===== src/rtl/data_sram_ctrl.sv =====
// data_sram_ctrl: single-outstanding data-SRAM sequencer between EXE and MEM.
// Turns an EXE load/store into a req/addr_ok/data_ok transaction, produces
// the EXE and MEM ready-go gates, and returns the aligned, extended load data.
module data_sram_ctrl #(
  parameter int unsigned WAIT_LIMIT = 0
) (
  input  logic        clk,
  input  logic        resetn,
  input  logic        exe_valid,
  input  logic        exe_dram_re,
  input  logic        exe_dram_we,
  input  logic [31:0] exe_addr,
  input  logic [31:0] exe_wdata,
  input  logic [1:0]  exe_wdram_num,
  input  logic [1:0]  exe_rdram_num,
  input  logic        exe_rdram_need_signed_extend,
  input  logic        ms_allowin,
  input  logic        flush,
  output logic        exe_ready_go,
  output logic        mem_ready_go,
  output logic [31:0] mem_load_result,
  output logic        ale,
  output logic        timeout,
  output logic        data_sram_req,
  output logic        data_sram_wr,
  output logic [1:0]  data_sram_size,
  output logic [3:0]  data_sram_wstrb,
  output logic [31:0] data_sram_addr,
  output logic [31:0] data_sram_wdata,
  input  logic        data_sram_addr_ok,
  input  logic        data_sram_data_ok,
  input  logic [31:0] data_sram_rdata
);

  localparam logic [1:0] S_IDLE = 2'd0;
  localparam logic [1:0] S_REQ  = 2'd1;
  localparam logic [1:0] S_WAIT = 2'd2;
  localparam logic [1:0] S_DONE = 2'd3;

  logic [1:0]  state_q, state_d;
  logic        cancel_q, cancel_d;
  logic [31:0] cnt_q, cnt_d;
  logic        timeout_q, timeout_d;
  logic [31:0] addr_q, addr_d;
  logic [1:0]  size_q, size_d;
  logic        wr_q, wr_d;
  logic [3:0]  wstrb_q, wstrb_d;
  logic [31:0] wdata_q, wdata_d;
  logic        sext_q, sext_d;
  logic [31:0] result_q, result_d;

  logic        access, misaligned, can_accept, start, busy, wd_hit;
  logic [1:0]  acc_size;
  logic [31:0] shifted, load_fmt;

  // Decode the EXE request: size, alignment and whether a new access may start.
  always_comb begin
    access     = exe_valid & (exe_dram_re | exe_dram_we);
    acc_size   = exe_dram_we ? exe_wdram_num : exe_rdram_num;
    misaligned = ((acc_size == 2'd1) & exe_addr[0]) |
                 (acc_size[1] & (exe_addr[1:0] != 2'b00));
    // DONE hands the slot over to a new access in the same cycle WB takes the result.
    can_accept = (state_q == S_IDLE) | ((state_q == S_DONE) & ms_allowin);
    start      = can_accept & ~flush & access & ~misaligned;
    ale        = can_accept & ~flush & access & misaligned;
    busy       = (state_q == S_REQ) | (state_q == S_WAIT);
    // The watchdog fires in the cycle that would make the REQ+WAIT cycle count reach the limit.
    wd_hit     = (WAIT_LIMIT != 0) & busy & ((cnt_q + 32'd1) == WAIT_LIMIT);
    timeout    = timeout_q | wd_hit;
  end

  // Align and extend the raw read data according to the latched access.
  always_comb begin
    shifted = data_sram_rdata >> {addr_q[1:0], 3'b000};
    case (size_q)
      2'd0:    load_fmt = {{24{sext_q & shifted[7]}}, shifted[7:0]};
      2'd1:    load_fmt = {{16{sext_q & shifted[15]}}, shifted[15:0]};
      default: load_fmt = shifted;
    endcase
  end

  // Transaction state machine, request latching and watchdog next-state logic.
  always_comb begin
    // NOTE: every signal gets a default first so no path leaves it unassigned (no latches).
    state_d      = state_q;
    cancel_d     = cancel_q;
    addr_d       = addr_q;
    size_d       = size_q;
    wr_d         = wr_q;
    wstrb_d      = wstrb_q;
    wdata_d      = wdata_q;
    sext_d       = sext_q;
    result_d     = result_q;
    cnt_d        = cnt_q;
    timeout_d    = timeout_q | wd_hit;
    exe_ready_go = 1'b0;

    case (state_q)
      S_IDLE: begin
        if (start) state_d = S_REQ;
        else       exe_ready_go = 1'b1;
      end
      S_REQ: begin
        if (data_sram_addr_ok) begin
          // The handshake wins over a simultaneous flush; the response is drained later.
          exe_ready_go = 1'b1;
          cancel_d     = flush;
          state_d      = S_WAIT;
        end else if (flush) begin
          state_d = S_IDLE;
        end
      end
      S_WAIT: begin
        if (data_sram_data_ok) begin
          cancel_d = 1'b0;
          if (cancel_q | flush) begin
            state_d = S_IDLE;
          end else begin
            state_d  = S_DONE;
            result_d = wr_q ? 32'd0 : load_fmt;
          end
        end else if (flush) begin
          cancel_d = 1'b1;
        end
      end
      default: begin
        if (flush) begin
          state_d = S_IDLE;
        end else if (ms_allowin) begin
          if (start) begin
            state_d = S_REQ;
          end else begin
            state_d      = S_IDLE;
            exe_ready_go = 1'b1;
          end
        end
      end
    endcase

    if (start) begin
      addr_d = exe_addr;
      size_d = acc_size;
      wr_d   = exe_dram_we;
      sext_d = exe_rdram_need_signed_extend;
      case (acc_size)
        2'd0: begin
          wstrb_d = 4'b0001 << exe_addr[1:0];
          wdata_d = {4{exe_wdata[7:0]}};
        end
        2'd1: begin
          wstrb_d = 4'b0011 << exe_addr[1:0];
          wdata_d = {2{exe_wdata[15:0]}};
        end
        default: begin
          wstrb_d = 4'b1111;
          wdata_d = exe_wdata;
        end
      endcase
      if (!exe_dram_we) wstrb_d = 4'b0000;
      cnt_d = 32'd0;
    end else if (busy & ~timeout_q) begin
      cnt_d = cnt_q + 32'd1;
    end
  end

  // State and request registers with synchronous active-low reset.
  always_ff @(posedge clk) begin
    // NOTE: sequential state uses non-blocking assignments so all flops update together.
    if (!resetn) begin
      state_q   <= S_IDLE;
      cancel_q  <= 1'b0;
      cnt_q     <= 32'd0;
      timeout_q <= 1'b0;
      addr_q    <= 32'd0;
      size_q    <= 2'd0;
      wr_q      <= 1'b0;
      wstrb_q   <= 4'd0;
      wdata_q   <= 32'd0;
      sext_q    <= 1'b0;
      result_q  <= 32'd0;
    end else begin
      state_q   <= state_d;
      cancel_q  <= cancel_d;
      cnt_q     <= cnt_d;
      timeout_q <= timeout_d;
      addr_q    <= addr_d;
      size_q    <= size_d;
      wr_q      <= wr_d;
      wstrb_q   <= wstrb_d;
      wdata_q   <= wdata_d;
      sext_q    <= sext_d;
      result_q  <= result_d;
    end
  end

  assign data_sram_req   = (state_q == S_REQ);
  assign data_sram_wr    = wr_q;
  assign data_sram_size  = size_q;
  assign data_sram_wstrb = wstrb_q;
  assign data_sram_addr  = addr_q;
  assign data_sram_wdata = wdata_q;
  assign mem_ready_go    = (state_q == S_DONE);
  assign mem_load_result = result_q;

endmodule


===== config.mk =====
export PLATFORM = sky130hd
export DESIGN_NAME = data_sram_ctrl
export DESIGN_NICKNAME = d
export VERILOG_FILES = /design/src/rtl/data_sram_ctrl.sv
export SDC_FILE = /design/constraint.sdc
export NUM_CORES = 1
export LEC_CHECK = 0
export ABC_AREA = 1
export ABC_CLOCK_PERIOD_IN_PS = 3200
export CORE_UTILIZATION = 45
export CTS_CLUSTER_SIZE = 30
export DETAILED_ROUTE_END_ITERATION = 16
export GPL_TIMING_DRIVEN = 0
export PLACE_DENSITY_LB_ADDON = 0.15
export SLEW_MARGIN = 30
export SYNTH_ARGS = -nofsm -noshare
export SYNTH_HDL_FRONTEND = slang
export SYNTH_SLANG_ARGS = --single-unit

===== constraint.sdc =====
create_clock -name clk -period 3.2 [get_ports clk]
set_input_delay 0.8 -clock clk [delete_from_list [all_inputs] [get_ports clk]]
set_output_delay 0.8 -clock clk [all_outputs]
set_load 0.005 [all_outputs]

==> results of run 1 <==
[layout make-up]
| type | count | area [um2] | area share [%] |
|---|---|---|---|
| multi-input combinational | 545 | 2480 | 32.6 |
| timing repair buffer | 223 | 2220 | 29.1 |
| sequential | 107 | 2140 | 28.1 |
| buffer | 49 | 275 | 3.61 |
| tap | 140 | 175 | 2.30 |
| clock buffer | 9 | 124 | 1.63 |
| inverter | 32 | 123 | 1.61 |
| clock inverter | 7 | 77.6 | 1.02 |
| antenna | 1 | 2.50 | 0.0329 |
[routing by layer]
layer | up-vias | part of all wire [%] | GRT usage (%)
li1 | 2857 | - | -
met1 | 2576 | 40 | 35.0
met2 | 268 | 47 | 48.7
met3 | 42 | 9.1 | 7.72
met4 | 0 | 3.8 | 16.1
met5 | - | 0 | 0
[logic make-up (layout without fill, tap and decap cells)]
group | Yosys count | in the layout | synth area share [%]
AND/OR/NAND/NOR | 369 | 369 | 30.2
AO/OA/AOI/OAI | 175 | 175 | 19.1
flip-flops | 107 | 107 | 43.0
buffers and inverters | 81 | 320 | 7.63
other | 1 | 2 | 0.0753
[power by group through the flow]
stage / clock, mW / combinational (mW) / sequential, mW
after global routing: 0.910 / 0.654 / 1.41
after floorplan: 0 / 0.257 / 1.43
after CTS: 0.859 / 0.595 / 1.40
after global placement: 0 / 0.576 / 1.43
after detailed placement: 0 / 0.578 / 1.43
final: 0.842 / 0.599 / 1.40
[state kept, by name (all words and copies together) (netlist names)]
| register | count |
|---|---|
| data_sram_size | 2 |
| data_sram_addr | 32 |
| state_q | 2 |
| mem_load_result | 32 |
| cancel_q | 1 |
| data_sram_wdata | 32 |
| data_sram_wstrb | 4 |
| data_sram_wr | 1 |
| sext_q | 1 |
[repair_timing]
item,in CTS,in global routing
resized for setup,13,3
pin swaps,4,2
setup buffers,7,1
endpoints found under the setup margin,2,2
[Yosys cell counts]
cell / number / area, um2
o21ai_2: 1 / 8.76
buf_6: 2 / 22.5
conb_1: 1 / 3.75
nor2_4: 1 / 11.3
o22ai_1: 1 / 6.26
inv_1: 24 / 90.1
nor2_8: 1 / 20.0
a211oi_1: 1 / 7.51
dfxtp_1: 107 / 2140
o211ai_1: 8 / 60.1
clkbuf_1: 21 / 78.8
a21oi_2: 2 / 17.5
buf_1: 3 / 11.3
o211a_1: 8 / 80.1
inv_4: 1 / 6.26
nand3_1: 43 / 215
buf_2: 11 / 55.1
clkinv_1: 1 / 3.75
nand2_1: 298 / 1120
nor2_2: 2 / 12.5
nor2_1: 15 / 56.3
nand2_2: 2 / 12.5
nand4_1: 3 / 18.8
inv_2: 6 / 22.5
nand3_2: 4 / 40.0
a21oi_1: 125 / 626
o21ai_0: 29 / 145
buf_4: 12 / 90.1
[worst max-delay path by stage]
stage / end / cells after the start
2_1_floorplan: exe_ready_go / 8
3_3_place_gp: exe_ready_go / 10
3_5_place_dp: exe_ready_go / 10
4_1_cts: ale / 5
5_1_grt: exe_ready_go / 10
6_report: exe_ready_go / 10
[worst max-delay path: stages]
cell	delay (ns)
clkdlybuf4s50_1	0.49
inv_1	0.05
nand2_1	0.07
nand2_2	0.08
nand3_4	0.11
nand3_4	0.12
buf_8	0.15
nand2_1	0.07
nand3_1	0.07
dlygate4sd2_1	0.27
==> results.py, run 1 <==
metrics = {
    "global_routing": {
        "first_global_vias": 5378,
        "track_usage_pct": 29.6,
        "antenna_found_initial": 1,
        "grt_max_degree": 22,
        "grt_overflow": 0,
        "grt_pass1_wl_mm": 26.4,
    },
    "logic_synthesis": {
        "ys_types": 28,
        "postSynthCellCount": 733,
        "synth_nets": 843,
        "ys_warn_count": 0,
        "synth_seq_area_share_pct": 43.0,
        "netlist_area_mm2": 0.00498,
        "ys_ff_latch": 107,
        "postSynthAreaPerCell_um2": 6.80,
    },
    "timing": {
        "maxSlewViolCount": 0,
        "fin_crit_sh_pct": 96.3,
        "finClkSkew_ns": 0.0132,
        "max_freq_mhz": 324,
        "finalSetupViolCount": 0,
        "rsz0062_at_grt": "false",
        "fin_crit_ns": 3.08,
        "worst_pin_slew_ns": 0.573,
        "setup_slack_ns": 0.118,
        "whs_ns": 0.467,
        "fin_setup_tns_ns": 0,
        "hold_viol": 0,
        "relSlewSlack_pct": 61.8,
    },
    "worst_setup_path": {
        "worstRegToRegCells": 8,
        "worstPathRequired_ns": 2.40,
        "worst-path-max-fanout": 4,
        "worstSetupStartpoint": "exe_rdram_num[1]",
        "critPathLaunchType": "input port",
        "worstReg2RegEnd": "mem_load_result[20]$_SDFFE_PN0P_",
        "critical_path_arrival_ns": 2.28,
        "rr_startpoint": "data_sram_addr[1]$_SDFFE_PN0P_",
        "ff2ff_setup_slack_ns": 1.38,
        "endpoint_kind": "primary output",
        "setup.worst_path.class": "input port to primary output",
    },
    "clock_tree": {
        "worstSkewPairLatency_ns": 0.40,
        "path_clk_slew_ns": 0.10,
        "cts_tree": "built",
        "cts.sinks": 107,
        "clk_path_buf_depth": 2,
        "cts_root_buffer": "clkbuf_8",
        "cts_made_buffers": 9,
        "ctsHoldBuffers": 0,
        "htree_levels": 3,
    },
    "cells_and_area": {
        "fin_cells": 1113,
        "final_util_pct": 70.6,
        "drive_gt1_share_pct": 7.30,
        "finalNetCount": 1077,
        "layout_common_cells": "nand2_1, clkdlybuf4s50_1, a21oi_1",
        "fillCellCount": 957,
        "areaGrowthSynthToFinish_pct": 52.9,
        "fin_area_mm2": 0.00762,
        "final_common_cell": "nand2_1",
    },
    "place": {
        "routabilityCongestion": 0.931,
        "place_ws_ns": -0.534,
        "dp_cells": 1088,
        "place_area_mm2": 0.00731,
        "place_hpwl_mm": 12.6,
        "io_buffers": 215,
    },
    "detailed_routing": {
        "viasPerCell": 5.16,
        "dr.pass1.iters": 5,
        "drtIter0Drc": 335,
        "num_vias": 5743,
        "post_drt_wl_per_cell_um": 14.9,
        "ant_nets": 0,
        "wirelength_mm": 16.6,
        "drc": 0,
    },
    "power_and_ir_drop": {
        "power_frac_comb_pct": 21.1,
        "p_seq_share_pct": 49.3,
        "leakagePower_nw": 3.05,
        "totalPowerFinal_mw": 2.84,
        "p_per_area_mw_per_mm2": 373,
        "irDropWorstVdd_mv": 0.277,
        "pwr-share-clk_pct": 29.6,
        "switching_share_pct": 30.1,
        "internal_power_mw": 1.99,
        "p_sw_mw": 0.857,
    },
    "floorplanning": {
        "design.core.area_mm2": 0.0108,
        "fp.dieW_um": 107,
        "start_util_pct": 46.2,
        "fp-row-count": 38,
        "die_h_um": 107,
        "die_area_mm2": 0.0115,
        "pin_count": 218,
    },
    "min_path": {
        "holdPathEnd": "data_sram_addr[27]$_SDFFE_PN0P_",
        "min_from": "data_sram_addr[27]$_SDFFE_PN0P_",
        "holdPathStages": 2,
        "hold_class": "flip-flop to flip-flop",
    },
    "run_status": {
        "status": "completed",
    },
    "flow_run": {
        "drv_cap": 0,
    },
}
Power figures use the tool's default switching activity.
==> run 2, diff against run 1 <==
Settings changed: CAP_MARGIN set to 0.
==> results of run 2 <==
No change in the layout: final DEF, timing and power equal those of run 1.
